$ cat config.mk
export PLATFORM = sky130hd
export DESIGN_NAME = exu_gpr_wb_sched_flat
export DESIGN_NICKNAME = d
export VERILOG_FILES = /design/src/rtl/exu_gpr_wb_sched_pkg.sv /design/src/rtl/exu_gpr_wb_sched_if.sv /design/src/rtl/exu_gpr_wb_sched_rr_arb.sv /design/src/rtl/exu_gpr_wb_sched.sv /design/src/flat_wrapper.sv
export SDC_FILE = /design/constraint.sdc
export NUM_CORES = 1
export LEC_CHECK = 0
export ABC_CLOCK_PERIOD_IN_PS = 4500
export CORE_UTILIZATION = 47
export DETAILED_ROUTE_END_ITERATION = 10
export GPL_ROUTABILITY_DRIVEN = 0
export GPL_TIMING_DRIVEN = 1
export PLACE_DENSITY = 0.79
export SETUP_SLACK_MARGIN = 0.5
export SLEW_MARGIN = 40
export SYNTH_ARGS = -nofsm -noshare
export SYNTH_HDL_FRONTEND = slang
export SYNTH_HIERARCHICAL = 1
export SYNTH_SLANG_ARGS = --single-unit
export TNS_END_PERCENT = 30
$ cat constraint.sdc
create_clock -name clk -period 4.5 [get_ports clk]
set_input_delay 1.125 -clock clk [delete_from_list [all_inputs] [get_ports clk]]
set_output_delay 1.125 -clock clk [all_outputs]
set_load 0.05 [all_outputs]
$ cat src/rtl/exu_gpr_wb_sched_pkg.sv
// Shared types and constants for the EXU GPR writeback scheduler slice.
// Holds writeback source ids, the request record and the round-robin wrap helper.
package exu_pkg;

    localparam int NUM_WB_SRC = 3;
    localparam int XLEN_DEF   = 32;
    localparam int GPR_AW_DEF = 5;

    typedef enum logic [1:0] {
        WB_SRC_ALU = 2'd0,
        WB_SRC_LSU = 2'd1,
        WB_SRC_MDU = 2'd2
    } wb_src_e;

    typedef struct packed {
        logic [GPR_AW_DEF-1:0] addr;
        logic [XLEN_DEF-1:0]   data;
    } wb_req_t;

    // Modulo-n wrap for an index known to be below 2*n.
    function automatic int rr_wrap(input int idx, input int n);
        return (idx >= n) ? idx - n : idx;
    endfunction

endpackage

$ cat src/rtl/exu_gpr_wb_sched_if.sv
// GPR write port bundle: the scheduler drives it (mst), the register file consumes it (slv).
interface exu_gpr_w_if_t
    import exu_pkg::*;
#(
    parameter int AW   = GPR_AW_DEF,
    parameter int XLEN = XLEN_DEF
);

    logic            wen;
    logic [AW-1:0]   addr;
    logic [XLEN-1:0] data;

    modport mst (output wen, output addr, output data);
    modport slv (input  wen, input  addr, input  data);

endinterface

$ cat src/rtl/exu_gpr_wb_sched_rr_arb.sv
// Round-robin arbiter: search starts at the pointer, pointer moves past the winner.
// Grant is combinational; the pointer only advances when a grant is taken.
module exu_rr_arb
    import exu_pkg::*;
#(
    parameter int N = NUM_WB_SRC
) (
    input  logic         clk,
    input  logic         rst_n,
    input  logic [N-1:0] req,
    input  logic         advance,
    output logic [N-1:0] grant
);

    localparam int PW = (N > 1) ? $clog2(N) : 1;

    logic [PW-1:0] ptr_q;
    logic [PW-1:0] ptr_d;
    logic          found;
    int            idx;

    always_comb begin
        // NOTE: every variable gets a default before the loop so no path leaves one unassigned (no latch).
        grant = '0;
        ptr_d = ptr_q;
        found = 1'b0;
        idx   = 0;
        for (int k = 0; k < N; k++) begin
            idx = rr_wrap(int'(ptr_q) + k, N);
            if (req[idx] && !found) begin
                found      = 1'b1;
                grant[idx] = 1'b1;
                ptr_d      = PW'(rr_wrap(idx + 1, N));
            end
        end
    end

    always_ff @(posedge clk or negedge rst_n) begin
        // NOTE: state is updated with non-blocking assignments so all flops sample the same pre-edge values.
        if (!rst_n) begin
            ptr_q <= '0;
        end else if (advance) begin
            ptr_q <= ptr_d;
        end
    end

endmodule

$ cat src/rtl/exu_gpr_wb_sched.sv
// GPR writeback scheduler: arbitrates writeback sources onto the single write port
// and keeps a per-register pending-write scoreboard that stalls issue on RAW/WAW.
module exu_gpr_wb_sched
    import exu_pkg::*;
#(
    parameter int NUM_SRC = NUM_WB_SRC,
    parameter int XLEN    = XLEN_DEF,
    parameter int AW      = GPR_AW_DEF
) (
    input  logic                    clk,
    input  logic                    rst_n,
    input  logic                    iss_vld,
    input  logic                    iss_rs1_vld,
    input  logic [AW-1:0]           iss_rs1,
    input  logic                    iss_rs2_vld,
    input  logic [AW-1:0]           iss_rs2,
    input  logic                    iss_rd_vld,
    input  logic [AW-1:0]           iss_rd,
    output logic                    iss_stall,
    input  logic [NUM_SRC-1:0]      wb_vld,
    input  logic [NUM_SRC*AW-1:0]   wb_addr,
    input  logic [NUM_SRC*XLEN-1:0] wb_data,
    output logic [NUM_SRC-1:0]      wb_rdy,
    exu_gpr_w_if_t.mst              gpr_w_mst,
    output logic                    idle,
    output logic                    wb_err
);

    localparam int NREG = 1 << AW;

    logic [NREG-1:0] busy_q, busy_d;
    logic            wen_q, wen_d;
    logic [AW-1:0]   addr_q, addr_d;
    logic [XLEN-1:0] data_q, data_d;
    logic            err_q, err_d;

    logic [NUM_SRC-1:0] grant;
    logic               any_req;
    logic [AW-1:0]      sel_addr;
    logic [XLEN-1:0]    sel_data;
    logic               iss_set;
    logic               tgt_busy;

    assign any_req = |wb_vld;

    exu_rr_arb #(.N(NUM_SRC)) u_arb (
        .clk     (clk),
        .rst_n   (rst_n),
        .req     (wb_vld),
        .advance (any_req),
        .grant   (grant)
    );

    assign wb_rdy = grant;

    always_comb begin
        sel_addr = '0;
        sel_data = '0;
        for (int i = 0; i < NUM_SRC; i++) begin
            if (grant[i]) begin
                sel_addr = wb_addr[i*AW +: AW];
                sel_data = wb_data[i*XLEN +: XLEN];
            end
        end
    end

    // Hazards see registered busy only; a write landing this cycle still stalls.
    assign iss_stall = iss_vld & ((iss_rs1_vld & busy_q[iss_rs1]) |
                                  (iss_rs2_vld & busy_q[iss_rs2]) |
                                  (iss_rd_vld  & busy_q[iss_rd]));

    assign iss_set = iss_vld & ~iss_stall & iss_rd_vld & (iss_rd != '0);

    // A write already in the stage retires its register at this edge, so it no longer counts as pending.
    assign tgt_busy = busy_q[sel_addr] & ~(wen_q & (addr_q == sel_addr));

    always_comb begin
        busy_d = busy_q;
        if (wen_q) begin
            busy_d[addr_q] = 1'b0;
        end
        if (iss_set) begin
            busy_d[iss_rd] = 1'b1;
        end
        busy_d[0] = 1'b0;

        wen_d  = any_req & (sel_addr != '0);
        addr_d = any_req ? sel_addr : addr_q;
        data_d = any_req ? sel_data : data_q;
        err_d  = err_q | (any_req & (sel_addr != '0) & ~tgt_busy);
    end

    always_ff @(posedge clk or negedge rst_n) begin
        if (!rst_n) begin
            // NOTE: busy is a flop vector, not a RAM, so clearing it on reset is cheap and required.
            busy_q <= '0;
            wen_q  <= 1'b0;
            addr_q <= '0;
            data_q <= '0;
            err_q  <= 1'b0;
        end else begin
            busy_q <= busy_d;
            wen_q  <= wen_d;
            addr_q <= addr_d;
            data_q <= data_d;
            err_q  <= err_d;
        end
    end

    assign gpr_w_mst.wen  = wen_q;
    assign gpr_w_mst.addr = addr_q;
    assign gpr_w_mst.data = data_q;

    assign idle   = ~|busy_q & ~wen_q;
    assign wb_err = err_q;

endmodule

$ cat src/flat_wrapper.sv
// flat-port wrapper written by rule: the top's interface ports become plain ports
module exu_gpr_wb_sched_flat import exu_pkg::*;
#(
    parameter int NUM_SRC = NUM_WB_SRC,
    parameter int XLEN    = XLEN_DEF,
    parameter int AW      = GPR_AW_DEF
)
  (clk, rst_n, iss_vld, iss_rs1_vld, iss_rs1, iss_rs2_vld, iss_rs2, iss_rd_vld, iss_rd, iss_stall, wb_vld, wb_addr, wb_data, wb_rdy, idle, wb_err, gpr_w_mst_wen, gpr_w_mst_addr, gpr_w_mst_data);
  exu_gpr_w_if_t #(.AW(AW), .XLEN(XLEN)) gpr_w_mst_i ();
  input  logic clk;
  input  logic rst_n;
  input  logic iss_vld;
  input  logic iss_rs1_vld;
  input  logic [AW-1:0] iss_rs1;
  input  logic iss_rs2_vld;
  input  logic [AW-1:0] iss_rs2;
  input  logic iss_rd_vld;
  input  logic [AW-1:0] iss_rd;
  output logic iss_stall;
  input  logic [NUM_SRC-1:0] wb_vld;
  input  logic [NUM_SRC*AW-1:0] wb_addr;
  input  logic [NUM_SRC*XLEN-1:0] wb_data;
  output logic [NUM_SRC-1:0] wb_rdy;
  output logic idle;
  output logic wb_err;
  output wire logic [$bits(gpr_w_mst_i.wen)-1:0] gpr_w_mst_wen;
  output wire logic [$bits(gpr_w_mst_i.addr)-1:0] gpr_w_mst_addr;
  output wire logic [$bits(gpr_w_mst_i.data)-1:0] gpr_w_mst_data;
  assign gpr_w_mst_wen = gpr_w_mst_i.wen;
  assign gpr_w_mst_addr = gpr_w_mst_i.addr;
  assign gpr_w_mst_data = gpr_w_mst_i.data;
  exu_gpr_wb_sched #(.NUM_SRC(NUM_SRC), .XLEN(XLEN), .AW(AW)) u_core (.clk(clk), .rst_n(rst_n), .iss_vld(iss_vld), .iss_rs1_vld(iss_rs1_vld), .iss_rs1(iss_rs1), .iss_rs2_vld(iss_rs2_vld), .iss_rs2(iss_rs2), .iss_rd_vld(iss_rd_vld), .iss_rd(iss_rd), .iss_stall(iss_stall), .wb_vld(wb_vld), .wb_addr(wb_addr), .wb_data(wb_data), .wb_rdy(wb_rdy), .gpr_w_mst(gpr_w_mst_i), .idle(idle), .wb_err(wb_err));
endmodule
After elaboration in Yosys (flattened, before gate mapping)
Cells that the tools add are included.
{ "word_totals": {"out_inout_bits": 44, "ff_bits": 72, "inputBits": 135} }
{ "classes": {"n_addsub": 11, "n_eq_ne": 1, "bitwise": 24, "order_cmp": 19, "mux": 49, "n_reduce_logical": 16} }
{ "op_table": {"columns": ["operator", "count"], "rows": [
  ["$mux 32", 8],
  ["$add 32x2->32 const B", 3],
  ["$ge 32x1->1 const B", 3],
  ["$ge 32x3->1 const B", 3],
  ["$lt 32x4->1 const B", 3],
  ["$and 32x32->32", 1],
  ["$not 32->32", 1],
  ["$or 32x32->32", 1],
  ["$reduce_or 31->1", 1],
  ["$lt 5x6->1 const B", 5],
  ["$bmux 1 s5", 4],
  ["$mux 1", 17],
  ["$mux 5", 3],
  ["$and 1x1->1", 12],
  ["$mux 2", 6],
  ["$demux 1 s5", 2],
  ["$ge 5x1->1 const B", 2],
  ["$reduce_bool 5->1", 2],
  ["$mux 3", 3],
  ["$sub 3x2->4 const B", 2],
  ["$logic_and 1x1->1", 7],
  ["$bmux 1 s2", 3],
  ["$demux 1 s2", 3],
  ["$ge 3x2->1 const B", 2],
  ["13 further kinds", 23]
]} }

Depth between registers and ports, before layout
{ "logic_depth": {"depth_word": 22, "depth_mapped": 18, "ltp_nobuf": 14} }

By module
Netlist, hierarchy kept.
{ "modules_own_cells": {"columns": ["module", "cells_per_inst", "n_inst", "area_each_um2"], "rows": [
  ["exu_gpr_wb_sched", 555, 1, 4882.2],
  ["exu_rr_arb", 47, 1, 415.4]
]} }

Least setup slack after synthesis
Ideal clock, no wire load.
{ "synth_path": {"path_type": "input -> register", "start": "in wb_vld[1]", "end": "reg u_core.err_q, in the netlist u_core/wb_err", "setup_time_ns": 0.087, "path_buffers": 2, "path_stages": 14, "slack_ns": 0.048, "arrival_ns": 4.365, "required_ns": 4.413, "cell_sequence": "a22o_1 > a211oi_2 > a31oi_2 > nor2b_2 > a221o_1 > buf_2 > clkbuf_1 > a21oi_1 > a2bb2oi_1 > nor2_1 > a31oi_1 > or3b_2 > or3_1 > o211ai_1"} }
{ "synth_between": {"word_cells_on_any_way": 35} }
{ "synth_rtl": {"columns": ["item", "line", "source"], "rows": [
  ["start: declaration", "flat_wrapper.sv:20", "input logic [NUM_SRC-1:0] wb_vld;"],
  ["$bmux 1 s2", "exu_gpr_wb_sched_rr_arb.sv:30", "if (req[idx] && !found) begin"],
  ["$mux 1 (implied by the code) (2 in series)", "exu_gpr_wb_sched_rr_arb.sv:30", null],
  ["$mux 1", "exu_gpr_wb_sched_rr_arb.sv:30", null],
  ["$logic_not 1->1", "exu_gpr_wb_sched_rr_arb.sv:30", null],
  ["$logic_and 1x1->1", "exu_gpr_wb_sched_rr_arb.sv:30", null],
  ["$mux 1", "exu_gpr_wb_sched_rr_arb.sv:30", null],
  ["$logic_not 1->1", "exu_gpr_wb_sched_rr_arb.sv:30", null],
  ["$logic_and 1x1->1", "exu_gpr_wb_sched_rr_arb.sv:30", null],
  ["$mux 3 (*)", "exu_gpr_wb_sched_rr_arb.sv:30", null],
  ["via wb_rdy[2]", "flat_wrapper.sv:23", "output logic [NUM_SRC-1:0] wb_rdy;"],
  ["$mux 5 (*)", "exu_gpr_wb_sched.sv:60", "if (grant[i]) begin"],
  ["$reduce_bool 5->1 (*)", null, null],
  ["$and 1x1->1 (*)", null, null],
  ["via u_core.wen_d", "exu_gpr_wb_sched.sv:32", "logic wen_q, wen_d;"],
  ["$and 1x1->1 (*)", "exu_gpr_wb_sched.sv:90", "err_d = err_q | (any_req & (sel_addr != '0) & ~tgt_busy);"],
  ["$or 1x1->1 (*)", "exu_gpr_wb_sched.sv:90", null],
  ["via u_core.err_d", "exu_gpr_wb_sched.sv:35", "logic err_q, err_d;"],
  ["end signal: assignment", "exu_gpr_wb_sched.sv:106", "err_q <= err_d;"],
  ["end: declaration", "exu_gpr_wb_sched.sv:35", null]
]} }
The timed path passes the listed nets; every way through them passes the cells marked *. The select of a mux whose other input is x is not followed.
A chain may end at the register's enable or synchronous reset.

Final worst setup path
{ "layout_path": {"start": "in iss_rs2[0]", "end": "out iss_stall"} }
{ "layout_between": {"elab_chain_cells": 6} }
{ "layout_lines": {"columns": ["item", "line", "source"], "rows": [
  ["start: declaration", "flat_wrapper.sv:16", "input logic [AW-1:0] iss_rs2;"],
  ["$bmux 1 s5", "exu_gpr_wb_sched.sv:69", "(iss_rs2_vld & busy_q[iss_rs2]) |"],
  ["$mux 1 (implied by the code)", "exu_gpr_wb_sched.sv:69", null],
  ["$and 1x1->1", "exu_gpr_wb_sched.sv:69", null],
  ["$or 1x1->1", "exu_gpr_wb_sched.sv:68", "assign iss_stall = iss_vld & ((iss_rs1_vld & busy_q[iss_rs1]) |"],
  ["$or 1x1->1", "exu_gpr_wb_sched.sv:69", null],
  ["$and 1x1->1", "exu_gpr_wb_sched.sv:68", null],
  ["end: declaration", "flat_wrapper.sv:19", "output logic iss_stall;"]
]} }
Every way passes these cells. The select of a mux whose other input is x is not followed.

==> run summary <==
status = finished, final reports clean
IO Port Bufs = 178
residual DRC count = 0
first-pass GRT wire length = 28400 µm
Critical Path Source Type = primary input
Initial DRC Count = 622
Antenna Nets Post-Route = 0
Mean Syn Cell Area = 8.80 µm²
final setup margin = 0.188 ns
Num Clock Sinks = 72
Post-Synthesis Cell Area = 5300 µm²
leakage = 2.97 nW
worst-margin pin slew = 0.594 ns
via count = 5802
Inserted Clock Buffers = 9
vias in the first global route = 5667
Clk pin slew, worst setup/hold paths = 0.07 ns
die width = 108 µm
total wire length = 18300 µm
prevailing post-synth register cell = dfrtp_1
hold crit path type = register to register
clk buf depth = 2
clock root cell = clkbuf_8
Initial Utilization = 48.7%
RSZ-0062 raised after global routing = true
nets = 919
CP max FO = 5
DP Worst Slack = -0.298 ns
FILL cells = 857
final setup violation count = 0
cells after synthesis = 602
sequential fraction of the synthesis area = 34.0%
Ys Warns = 6
CTS H-tree lvls = 3
Layout Skew = 0.0142 ns
r2r worst-path depth = 14
Hold Fails Final Rpt = 0
area leader, netlist = dfrtp_1
Synth-to-Final Area Change = 44.0%
number of synthesized flops with an enable pin = 0
worst path arrival time = 3.19 ns
initial antenna violation count = 0
Tmin final = 4.31 ns
GRT Total Usage = 31.8%
layout cell share with drive strength beyond 1 = 14.8%
largest net degree at the start of global routing = 74
Area contributors post-synth = dfrtp_1, o21ai_0, mux4_2
top cell type's share of synthesized area = 34.0%
# rows = 38
CP Capture Type = output port
DRT Pass-1 Iters = 5
core area = 10900 µm²
die area = 11700 µm²
DP HPWL = 13300 µm
Netlist cell types = 62
Cells after DPL = 904
synthesized net count = 741
IO Count = 179
hold_ws = 0.479 ns
final period utilization = 95.8%
via density per instance = 6.28
Setup Crit Path Kind = primary input to output port
Post-synth ARST share = 100%
fin cells = 924
Worst EP required = 3.38 ns
die height = 108 µm
worst skew pair latency = 0.35 ns
synthesis-stage register bit count = 72
P per Cell Area = 792 nW/µm²
routed length per instance = 19.8 µm
hold path depth = 2
maximum VDD drop = 0.570 mV
TNS Setup = 0 ns
Slew Limit Fails = 0
Slew HR = 60.4%
ANT cells = 0
fmax = 232 MHz
max cap viols = 0
GR Overflow Total = 0
CTS tree = yes
==> state kept, by name (all words and copies together) (netlist names) <==
| register | count |
|---|---|
| u_core/wb_err | 1 |
| u_core/busy_q | 31 |
| u_core/u_arb/ptr_q | 2 |
| u_core/gpr_w_mst.wen | 1 |
| u_core/gpr_w_mst.data | 32 |
| u_core/gpr_w_mst.addr | 5 |
==> metal layers <==
metal  share of wire (%)  vias up  GRT usage, %
li1                    -     2668             -
met1                  37     2697          38.7
met2                  49      363          52.9
met3                  11       74          8.02
met4                 3.5        0          14.8
met5                   0        -             0
==> worst paths after layout <==
| check | startpoint | endpoint | slack [ns] |
|---|---|---|---|
| worst max-delay path | iss_rs2[0] | iss_stall | 0.19 |
| worst min-delay path | u_core/gpr_w_mst.data[5] | u_core/gpr_w_mst.data[5] | 0.48 |
| worst max register to register | u_core/u_arb/ptr_q[0] | u_core/wb_err | 0.61 |
| worst min register to register | u_core/gpr_w_mst.data[5] | u_core/gpr_w_mst.data[5] | 0.48 |
| max in group asynchronous | rst_n | u_core/gpr_w_mst.data[23] | 2.91 |
| min in group asynchronous | rst_n | u_core/busy_q[27] | 0.73 |
==> Yosys cell counts, drive strengths merged (2+ instances only) <==
cell type / instances
a211oi: 2
a21o: 3
a21oi: 46
a221o: 2
a22o: 5
a22oi: 34
a311oi: 3
a31oi: 3
and3: 2
and4b: 2
buf: 15
clkbuf: 37
dfrtp: 72
ha: 4
inv: 7
mux2: 7
mux2i: 21
mux4: 19
nand2: 67
nand2b: 3
nand3: 16
nand3b: 14
nand4: 4
nand4b: 3
nor2: 48
nor2b: 6
nor3: 3
nor4: 9
o211ai: 2
o21ai: 76
o21bai: 2
o22ai: 5
o31ai: 3
o41ai: 29
or2: 3
or3: 5
or3b: 5
xnor2: 2
==> where the power goes <==
group          switching [W]  leakage (nW)  total (W)  internal (W)
logic                0.00240          2.01    0.00422       0.00182
clock network       0.000244        0.0841   0.000455      0.000211
registers           0.000442         0.880    0.00137      0.000929
==> stage by stage <==
stage          util, %  cell area, µm²  power, W
2_1_floorplan        -            5310   0.00403
3_3_place_gp      67.3            7330   0.00534
3_5_place_dp      67.3            7330   0.00544
4_1_cts           69.3            7550   0.00592
5_1_grt           70.1            7630   0.00643
6_report          70.1            7630   0.00604
==> timing repair <==
action,CTS,global route
cloned,1,1
buffers inserted,0,3
endpoints found under the setup margin,5,5
hold buffers,0,0
pin swaps,1,2
resized for setup,19,12
==> final cells by class <==
| type | count | area (µm²) | share of cell area, % |
|---|---|---|---|
| inverter | 7 | 26.3 | 0.344 |
| clock buffer | 10 | 138 | 1.80 |
| multi-input combinational | 471 | 3270 | 42.8 |
| timing repair buffer | 219 | 2190 | 28.7 |
| sequential | 72 | 1800 | 23.6 |
| clock inverter | 5 | 33.8 | 0.443 |
| tap | 140 | 175 | 2.30 |
==> cells in the final DEF (no fill, tap or decap), drive strengths merged, types with 4 or more instances in the layout <==
cell / instances
clkdlybuf4s50: 165
o21ai: 76
dfrtp: 72
nand2: 67
nor2: 48
a21oi: 46
buf: 46
a22oi: 34
o41ai: 29
mux2i: 21
mux4: 19
nand3: 16
nand3b: 14
clkbuf: 12
nor4: 9
inv: 7
mux2: 7
nor2b: 6
or3: 5
o22ai: 5
or3b: 5
a22o: 5
nand4: 4
ha: 4
==> cell families (layout without fill, tap and decap cells) <==
group	Yosys count	count (layout)	synth area share [%]
compound gates	225	225	27.6
xor+xnor	2	2	0.331
fa+ha+maj	4	4	0.945
buf+inv	59	241	5.03
flops	72	72	34.0
mux	47	47	14.0
simple gates	193	193	18.1
==> critical path: stages <==
cell    delay [ns]
buf_8         0.09
buf_12        0.11
mux4_2        0.50
mux2_2        0.27
mux4_2        0.50
a22o_4        0.25
o21a_4        0.19
buf_8         0.14
No activity file was read; power rests on OpenSTA's default activity.
==> patch (same flow settings) <==
The package constant `NUM_WB_SRC` goes from 3 to 2.
--- a/src/rtl/exu_gpr_wb_sched_pkg.sv
+++ b/src/rtl/exu_gpr_wb_sched_pkg.sv
@@ -4,3 +4,3 @@
 
-    localparam int NUM_WB_SRC = 3;
+    localparam int NUM_WB_SRC = 2;
     localparam int XLEN_DEF   = 32;
Ports: changed (resized wb_addr, wb_data, wb_rdy and wb_vld); port bits go from 179 to 140. No check against the original RTL was run, so the function may have changed too.
==> patch against the unedited design <==
  * The run now ends with design-rule violations left
  * Global-route usage grew 2.1 points
  * Sequential cell count is 1 lower
  * Synthesized cell count decreased by 25%
  * Clock skew is 0.0049 ns lower
  * Cell area decreased by 18%
  * Critical path depth is the same
  * Wire length is 13% lower
  * Area after synthesis is 18% lower
  * First-iteration DRC count is 25% lower
  * Count of clock-buffer cells in the layout is 1 lower
  * Worst setup slack better by 0.21 ns
  * Via count fell by 18%
Power is not compared: it rests on default switching activity, and its combinational part moved more than twofold at a synthesized area within 25%.
==> patch: results (changes against the unedited design) <==
Worst-path clk slew=approximately 0.08 ns; first-pass GRT wire length=25.4 mm (was 28.4 mm); DR DRC count=1 (was 0); Max VDD drop=between 0.0002 and 0.00025 V; GRT Util Overall=33.9% (was 31.8%); post-synthesis async set-or-reset flop share=100% (unchanged); Avg WL per Cell=22.0 um (was 19.8 um); Lkg Pwr=between 2 and 3 nW; arrival time worst endpoint=2.98 ns (was 3.19 ns); Yosys warning total=6 (unchanged); final wirelength=15.8 mm (was 18.3 mm); dpl hpwl=11.1 mm (was 13.3 mm); worst min-delay path class=register to register (unchanged); vias in the first global route=4882 (was 5667); clock root buffer master=clkbuf_8 (unchanged); max reg flops=32 (unchanged); syn_nets=550 (was 741); # fillers=686 (was 857); layout cell share with drive strength beyond 1=15.0% (was 14.8%); post-synthesis compound-gate area fraction=21.8% (was 27.6%); antenna cells=0 (unchanged); total CTS buffers=9 (unchanged); post-synthesis mux area share=17.4% (was 14.0%); initial antenna violation count=0 (unchanged); Placed Instances=690 (was 904); Worst-Skew Late Latency=between 0.3 and 0.4 ns; vias after detailed routing=4761 (was 5802); Synth Area in XOR/XNOR=1.01% (was 0.331%); status=finished, violations left (was completed); CP max FO=9 (was 5); NumNets Final=704 (was 919); Synth top cells by count=nor2_1, dfrtp_1, o21ai_0 (was o21ai_0, dfrtp_1, nand2_1); starting DRC count in detailed routing=465 (was 622); Clock Path Buffers=2 (unchanged); failing checks=design-rule violations; syn avg cell area=9.60 sq um (was 8.80 sq um); Sw Share=a little over two fifths; pin count of the biggest net entering global routing=43 (was 74); clk_skew=0.00927 ns (was 0.0142 ns); Max-Cap Viols=0 (unchanged); DRT Pass-1 Iters=11 (was 5); max_slew headroom=55.0% (was 60.4%); Place WS=-0.166 ns (was -0.298 ns); Seq/Total Area, Yosys=40.9% (was 34.0%); synth unique cells=47 (was 62); Synth Area in Adders=0% (was 0.945%); top cells by area, synth=dfrtp_1, mux4_2, mux2i_1, o21ai_0, nor2_1 (was dfrtp_1, o21ai_0, mux4_2, a22oi_1, o41ai_1); Port Buffers=139 (was 178); CTS H-tree lvls=3 (unchanged)
patch: final timing paths:
| check | start | to | slack [ns] | cells after the start |
|---|---|---|---|---|
| max | iss_rd[2] | iss_stall | 0.40 | 8 |
| min | u_core/gpr_w_mst.data[8] | u_core/gpr_w_mst.data[8] | 0.52 | 2 |
| max reg2reg | u_core/busy_q[13] | u_core/busy_q[1] | 1.49 | 7 |
| min reg2reg | u_core/gpr_w_mst.data[8] | u_core/gpr_w_mst.data[8] | 0.52 | 2 |
| max in group asynchronous | rst_n | u_core/busy_q[5] | 2.91 | 2 |
| min in group asynchronous | rst_n | u_core/gpr_w_mst.data[9] | 0.70 | 1 |
patch: kinds of logic after synthesis:
| kind of cell | after synthesis |
|---|---|
| buffers and inverters | 36 |
| AO/OA/AOI/OAI | 147 |
| flip-flops | 71 |
| AND/OR/NAND/NOR | 140 |
| multiplexers | 54 |
| XOR/XNOR | 5 |
patch: critical path: stages:
cell,delay (ns)
dlygate4sd2_1,0.43
or3b_4,0.25
o22ai_1,0.09
nor4_1,0.41
o22ai_2,0.16
a211oi_2,0.29
nor2b_2,0.07
buf_6,0.15
patch: metrics by stage:
step	instance area, sq um	hold slack [ns]	util [%]	TNS [ns]
after CTS	6270	0.518	70.8	0
after detailed placement	5950	0.501	67.2	-0.166
after floorplan	4350	0.472	-	0
after global placement	5950	0.466	67.2	-0.129
final	6280	0.518	71.0	0
after global routing	6280	0.529	71.0	0
patch: layout make-up:
class	instances	area, sq um	share of cell area (%)
inverters	5	18.8	0.299
multi-input cells	346	2490	39.7
clock inverters	7	57.6	0.916
flip-flops and latches	71	1780	28.3
well taps	108	135	2.15
repair buffers	174	1680	26.7
clock buffers	9	124	1.97
patch: layer usage:
layer  vias to the layer above  GRT usage, %  routed length (um)
li1                       2036             -                   -
met1                      2239          39.1                5470
met2                       386          56.4                7480
met3                       100          11.0                2070
met4                         0          17.9                 822
met5                         -             0                   0
patch: power groups by stage:
stage	Sequential (mW)	Combinational, mW	Clock [mW]
2_1_floorplan	1.15	0.588	0
3_3_place_gp	1.16	1.03	0
3_5_place_dp	1.15	1.07	0
4_1_cts	1.14	1.11	0.484
5_1_grt	1.18	1.21	0.515
6_report	1.18	1.12	0.483
patch: timing repair:
item,CTS,global route
pin swaps,6,0
buffers inserted,12,1
cloned,1,0
setup endpoints to repair,1,1
resized for setup,29,1
